[src/rtl/shift_sequencer.sv]
// Shift sequencer: accepts one word, shifts or rotates it one bit per clock
// for the requested amount, then presents the result until it is taken.
module shift_sequencer #(
   parameter int WIDTH = 32
) (
   input  logic                       clk,
   input  logic                       rst,
   input  logic                       in_valid,
   output logic                       in_ready,
   input  logic [WIDTH-1:0]           in_data,
   input  logic [1:0]                 in_ctrl,
   input  logic [$clog2(WIDTH)-1:0]   in_amt,
   output logic                       out_valid,
   input  logic                       out_ready,
   output logic [WIDTH-1:0]           out_data,
   output logic                       busy
);

   localparam int AW = $clog2(WIDTH);

   typedef enum logic [1:0] {
      IDLE  = 2'd0,
      SHIFT = 2'd1,
      DONE  = 2'd2
   } state_t;

   state_t            state;
   state_t            nxt;
   logic [WIDTH-1:0]  work;
   logic [AW-1:0]     cnt;
   logic [1:0]        ctrl_q;
   logic              accept;

   // One-bit move of the working word: 00 lsl, 01 lsr, 10 rol, 11 ror
   function automatic logic [WIDTH-1:0] step1(input logic [WIDTH-1:0] w,
                                              input logic [1:0]       op);
      logic [WIDTH-1:0] r;
      case (op)
         2'b00:   r = {w[WIDTH-2:0], 1'b0};
         2'b01:   r = {1'b0, w[WIDTH-1:1]};
         2'b10:   r = {w[WIDTH-2:0], w[WIDTH-1]};
         default: r = {w[0], w[WIDTH-1:1]};
      endcase
      return r;
   endfunction

   assign accept = in_valid & in_ready;

   // State register; reset aborts any operation in flight
   always_ff @(posedge clk or posedge rst) begin
      if (rst) state <= IDLE;
      else     state <= nxt;
   end

   // Next-state: SHIFT ends on the edge that sees a zero count
   always_comb begin
      nxt = state;
      case (state)
         IDLE:    if (accept) nxt = SHIFT;
         SHIFT:   if (cnt == '0) nxt = DONE;
         DONE:    if (out_ready) nxt = IDLE;
         default: nxt = IDLE;
      endcase
   end

   // Handshake and status outputs decoded from the state
   always_comb begin
      in_ready  = (state == IDLE);
      out_valid = (state == DONE);
      busy      = (state != IDLE);
   end

   // Datapath: capture on accept, shift while counting, publish on the way into DONE
   always_ff @(posedge clk or posedge rst) begin
      if (rst) begin
         work     <= '0;
         cnt      <= '0;
         ctrl_q   <= 2'b00;
         out_data <= '0;
      end else begin
         case (state)
            IDLE: begin
               if (accept) begin
                  work   <= in_data;
                  ctrl_q <= in_ctrl;
                  cnt    <= in_amt;
               end
            end
            SHIFT: begin
               if (cnt == '0) begin
                  out_data <= work;
               end else begin
                  work <= step1(work, ctrl_q);
                  cnt  <= cnt - AW'(1);
               end
            end
            default: ;
         endcase
      end
   end

endmodule

[config.mk]
export PLATFORM = sky130hd
export DESIGN_NAME = shift_sequencer
export DESIGN_NICKNAME = d
export VERILOG_FILES = /design/src/rtl/shift_sequencer.sv
export SDC_FILE = /design/constraint.sdc
export NUM_CORES = 1
export LEC_CHECK = 0
export BUFFER_PORTS_ARGS = -buffer_cell sky130_fd_sc_hd__clkbuf_2
export CAP_MARGIN = 25
export CORE_MARGIN = 1.5
export CORE_UTILIZATION = 55
export CTS_CLUSTER_DIAMETER = 200
export CTS_CLUSTER_SIZE = 14
export DETAILED_ROUTE_END_ITERATION = 8
export PLACE_DENSITY = 0.8
export SKIP_LAST_GASP = 1
export SLEW_MARGIN = 15
export SYNTH_ARGS = -nofsm -noshare
export SYNTH_HDL_FRONTEND = slang
export SYNTH_SLANG_ARGS = --single-unit
[constraint.sdc]
create_clock -name clk -period 2.4 [get_ports clk]
set_input_delay 0.12 -clock clk [delete_from_list [all_inputs] [get_ports clk]]
set_output_delay 0.12 -clock clk [all_outputs]
set_load 0.01 [all_outputs]
## Yosys cells after proc, flatten, opt, wreduce, memory -nomap -nowiden

Index checks and enable logic that the tools add are counted.

| operators by class | value |
|---|---|
| bitwise logic cells | 1 |
| reductions and logical operators | 9 |
| add/sub/neg operators | 1 |
| muxes and demuxes | 11 |
| eq/ne operators | 8 |

Operators with widths:

| operator | number |
|---|---|
| $pmux W32 S3 | 1 |
| $mux W32 | 2 |
| $pmux W32 S2 | 1 |
| $mux W5 | 2 |
| $pmux W5 S2 | 1 |
| $mux W2 | 3 |
| $pmux W2 S3 | 1 |
| $reduce_and A3 Y1 | 2 |
| $logic_not A5 Y1 | 1 |
| $sub A5 B1 Y5 const B | 1 |
| $eq A2 B1 Y1 const B | 2 |
| $eq A2 B2 Y1 const B | 2 |
| $logic_not A2 Y1 | 2 |
| $ne A2 B1 Y1 const B | 2 |
| $ne A2 B2 Y1 const B | 2 |
| $reduce_and A2 Y1 | 2 |
| $reduce_bool A2 Y1 | 2 |
| $and A1 B1 Y1 | 1 |

| storage, ports and cells | value |
|---|---|
| logic and storage cells | 35 |
| register bits | 73 |

## Depth between registers and ports, before layout

| depth | value |
|---|---|
| depth after elaboration | 4 |
| mapped depth | 7 |
| gate-level depth less buffers | 6 |

## Least setup slack after synthesis

No wires, ideal clock.

| timing path | value |
|---|---|
| path kind | register -> register |
| from | register cnt[0] |
| to | register work[10] |
| stages on the path, launching flop included | 8 |
| data arrival time | 1.594 ns |
| period minus slack after synthesis | 1.719 ns |
| slack | 0.681 ns |
| data required time | 2.275 ns |
| library setup time | 0.125 ns |
| cell sequence | dfrtp_1 > inv_1 > ha_1 > nor4b_4 > o21a_4 > inv_6 > buf_12 > mux2_4 |

| between the ends | value |
|---|---|
| longest elaborated chain between the ends | 3 |

RTL lines:

| item | RTL line | source |
|---|---|---|
| start, declared | 30 | `logic [AW-1:0] cnt;` |
| start signal, assigned | 86 | `cnt <= in_amt;` |
| start signal, assigned | 94 | `cnt <= cnt - AW'(1);` |
| $logic_not A5 Y1 | 90 | `if (cnt == '0) begin` |
| $ne A2 B2 Y1 (no line) | - |  |
| $reduce_and A3 Y1 (no line) | - |  |
| end signal, assigned | 84 | `work <= in_data;` |
| end signal, assigned | 93 | `work <= step1(work, ctrl_q);` |
| end, declared | 29 | `logic [WIDTH-1:0] work;` |

No other way between the ends.
A chain may end at the register's enable or synchronous reset.

## Final worst setup path

| timing path | value |
|---|---|
| from | register state[1] |
| to | register work[29] |

| between the ends | value |
|---|---|
| longest elaborated chain between the ends | 4 |

RTL lines:

| item | RTL line | source |
|---|---|---|
| start, declared | 27 | `state_t state;` |
| start signal, assigned | 52 | `else state <= nxt;` |
| $logic_not A2 Y1 | 68, 81 |  |
| $and A1 B1 Y1 | 47 | `assign accept = in_valid & in_ready;` |
| $ne A2 B1 Y1 (no line) | - |  |
| $reduce_and A3 Y1 (no line) | - |  |

Several ways; a longest one is shown, not always the timed one.

==> impl_results.md <==
* Status: finished clean
* Syn Nets at 306
* MaxCap Viol Count at 0
* Lkg Pwr at roughly 2.2 nW
* WP data arrival at 2.30 ns
* Core footprint at slightly below 7000 um2
* CTS Sinks at 73
* Crit path max-delay cell type: or3b_1
* Slowest Stage Delay on Critical Path at 0.56 ns
* Largest family of logic cells by synthesized area: multiplexers
* Post-synthesis simple-gate area fraction at under 10%
* Most frequent cells in the layout: mux2_2, clkbuf_2, dfrtp_1
* Final setup viols at 0
* Synth warn at 0
* Worst-Skew Late Latency at 0.35 ns
* Worst Tran Pin Value at between 0.6 and 0.7 ns
* Slew Limit Headroom at 55.6%
* Synthesized cell area at 3820 um2
* Dominant cells by area after synthesis: dfrtp_1, mux2_2, mux2_4, buf_12, buf_4
* Worst-case clock skew at between 0.01 and 0.015 ns
* Via density at between 5 and 6
* Vias at roughly 2300
* Largest area contributor in the netlist: dfrtp_1
* Minimum clock period after layout at a little over 2 ns
* TritonCTS clock tree: yes
* Cts hold-fix bufs at 1
* Share of the synthesized area in the top cell type at 47.8%
* CTS clock-pin slew for the worst setup and hold paths at 0.07 ns
* Largest net degree at the start of global routing at 44
* DP HPWL at 4930 um
* Cells after Synth at between 200 and 300
* Die width at 86.4 um
* Port buffer count at 77
* Adder-Cell Fraction of Synth Area at 0.327%
* Commonest non-fill, non-tap cell in the layout: mux2_2
* Delay-heaviest family, CP: simple AND/OR/NAND/NOR gates
* Crit path max fanout at 32
* Number of global-route vias before repair at about 2400
* I/O pin cnt at around 80
* Register-to-register setup slack at approximately 0.33 ns
* WS Path Type: reg2reg
* Worst-case clock buffer depth at 2
* Multiplexer area fraction after synthesis at 39.5%
* TritonCTS buffer count at 9
* Data required, critical path at 2.63 ns
* Share of layout cells above drive strength 1 at 66.1%
* Hold Path Depth at 3
* Crit path cell chain: or3b_1 > o21a_4 > inv_6 > mux2_2
* Worst setup SP type: register
* Worst Path Buf+Inv at 1
* WHS at about 0.014 ns
* Reg-to-Reg Start: state[1]
* Fin nets at approximately 380
* HP Start: out_ready
* VDD IR-drop max at 0.000768 V
* Fin. Hold Viols at 0
* Total track usage at between 20% and 30%
* Final Max Tran Viols at 0
* First-pass GRT wire length at around 12000 um
* Fillers at 529
* Hold path endpoint: state[1]
* Fmax at 482 MHz
* Cell variety after synth at 37
* DR pass1 iterations at 4
* Final std cells w/o fill at 425
* Initial drt markers at 81
* CP Capture Type: register
* H-Tree Depth at 3
* Initial antenna violation count at 0
* Inst Count DP at 408
* Setup bufs post-CTS at 0
* Detailed-route DRC error count at 0
* Seq cells post-synth at 73
* Row count at 30
* Final Cycle Share at 86.4%
* Worst r2r dst: work[29]
* DRT Wirelength at 7270 um
* CTS root buf: clkbuf_8
* GRT Residual Overflow at 0
* Area growth syn-to-layout at 15.9%
* Tightest Hold Check Type: in2reg
* Area occupied by multi-input gates at 1820 um2
* PostCTS Resize Cnt at 0
* Reg2Reg Depth at 4
* Die height at 86.4 um
* DR WL/cell at roughly 17 um
* Fin Setup TNS at 0 ns
* Routed Antenna Nets at 0
* Syn_area_per_cell at between 10 and 15 um2
* Gpl congestion at 0.888
* Pwr/cell area at 1550 nW/um2
* FF+latch area at 1830 um2
* RSZ-0062 raised after global routing: no
* Starting Density at 56.6%
* Die area at 7460 um2
* Synth Area in XOR/XNOR at 0%
* Synth Area in Compound Gates at around 3.8%
* N_diodes at 0
* Seq/Total Area, Yosys at 47.8%
Yosys cell counts:
cell type and number:
mux2_2 96, dfrtp_1 73, mux2_4 28, inv_1 7, buf_4 6, buf_2 5, a211oi_1 4, nor2_1 4
buf_12 3, nor2b_1 3, a21oi_1 2, buf_6 2, nor3_1 2, o211ai_1 2, o22ai_1 2, o31ai_1 2
a2111oi_2 1, a21o_1 1, a311oi_1 1, and3_1 1, and3b_1 1, and4b_1 1, clkbuf_1 1, ha_1 1
inv_6 1, mux2i_1 1, nand2_1 1, nand2b_1 1, nand4_1 1, nor3b_1 1, nor4b_4 1, o21a_4 1
o21ai_0 1, o311a_1 1, or2_2 1, or2b_1 1, or3b_1 1
metal layers:
layer,GRT usage (%),wire length [um]
met1,27.9,3350
met2,33.2,3440
met3,6.00,382
met4,7.62,91
met5,0,0
power breakdown:
part	switching, W	internal, W
sequential	0.000510	0.00186
clock	0.000440	0.000507
combinational	0.00132	0.00224
metrics by stage:
step | instance area [um2] | power (W) | worst slack (ns) | util, %
3_5_place_dp | 4230 | 0.00596 | 0.336 | 62.6
3_3_place_gp | 4230 | 0.00579 | 0.390 | 62.6
2_1_floorplan | 3820 | 0.00532 | 0.427 | -
4_1_cts | 4430 | 0.00693 | 0.315 | 65.6
5_1_grt | 4430 | 0.00733 | 0.220 | 65.6
6_report | 4430 | 0.00687 | 0.327 | 65.6
registers in the layout, summed over array words and instances, names as in the netlist:
signal and count:
cnt 5, state 2, out_data 32, ctrl_q 2, work 32
worst max path at each step:
stage	startpoint	endpoint	slack, ns	depth (start not counted)
floorplan	rst	cnt[0]	0.43	1
global placement	state[1]	work[29]	0.39	4
CTS	state[1]	work[29]	0.31	4
global route	state[1]	work[30]	0.22	4
detailed placement	state[1]	work[29]	0.34	4
finish	state[1]	work[29]	0.33	4
worst register-to-register path: cells and delay by family, from the launching register on:
kind,cells,cell delay [ns]
multiplexers,1,0.40
flip-flops,1,0.46
AO/OA/AOI/OAI,1,0.23
buffers and inverters,1,0.30
AND/OR/NAND/NOR,1,0.56
cells by family (layout without fill, tap and decap cells):
family / count (synthesis) / in the layout
AOI/OAI and AO/OA: 18 / 18
adders and majority gates: 1 / 1
buffers and inverters: 25 / 108
DFF: 73 / 73
muxes: 125 / 125
and+or+nand+nor: 20 / 20
final cells by class:
class,instances,area share (%)
flip-flops and latches,73,41.2
multi-input cells,164,41.0
repair buffers,84,10.5
clock buffers,13,3.36
well taps,80,2.26
clock inverters,3,0.903
inverters,8,0.791
Power figures use the tool's default switching activity.
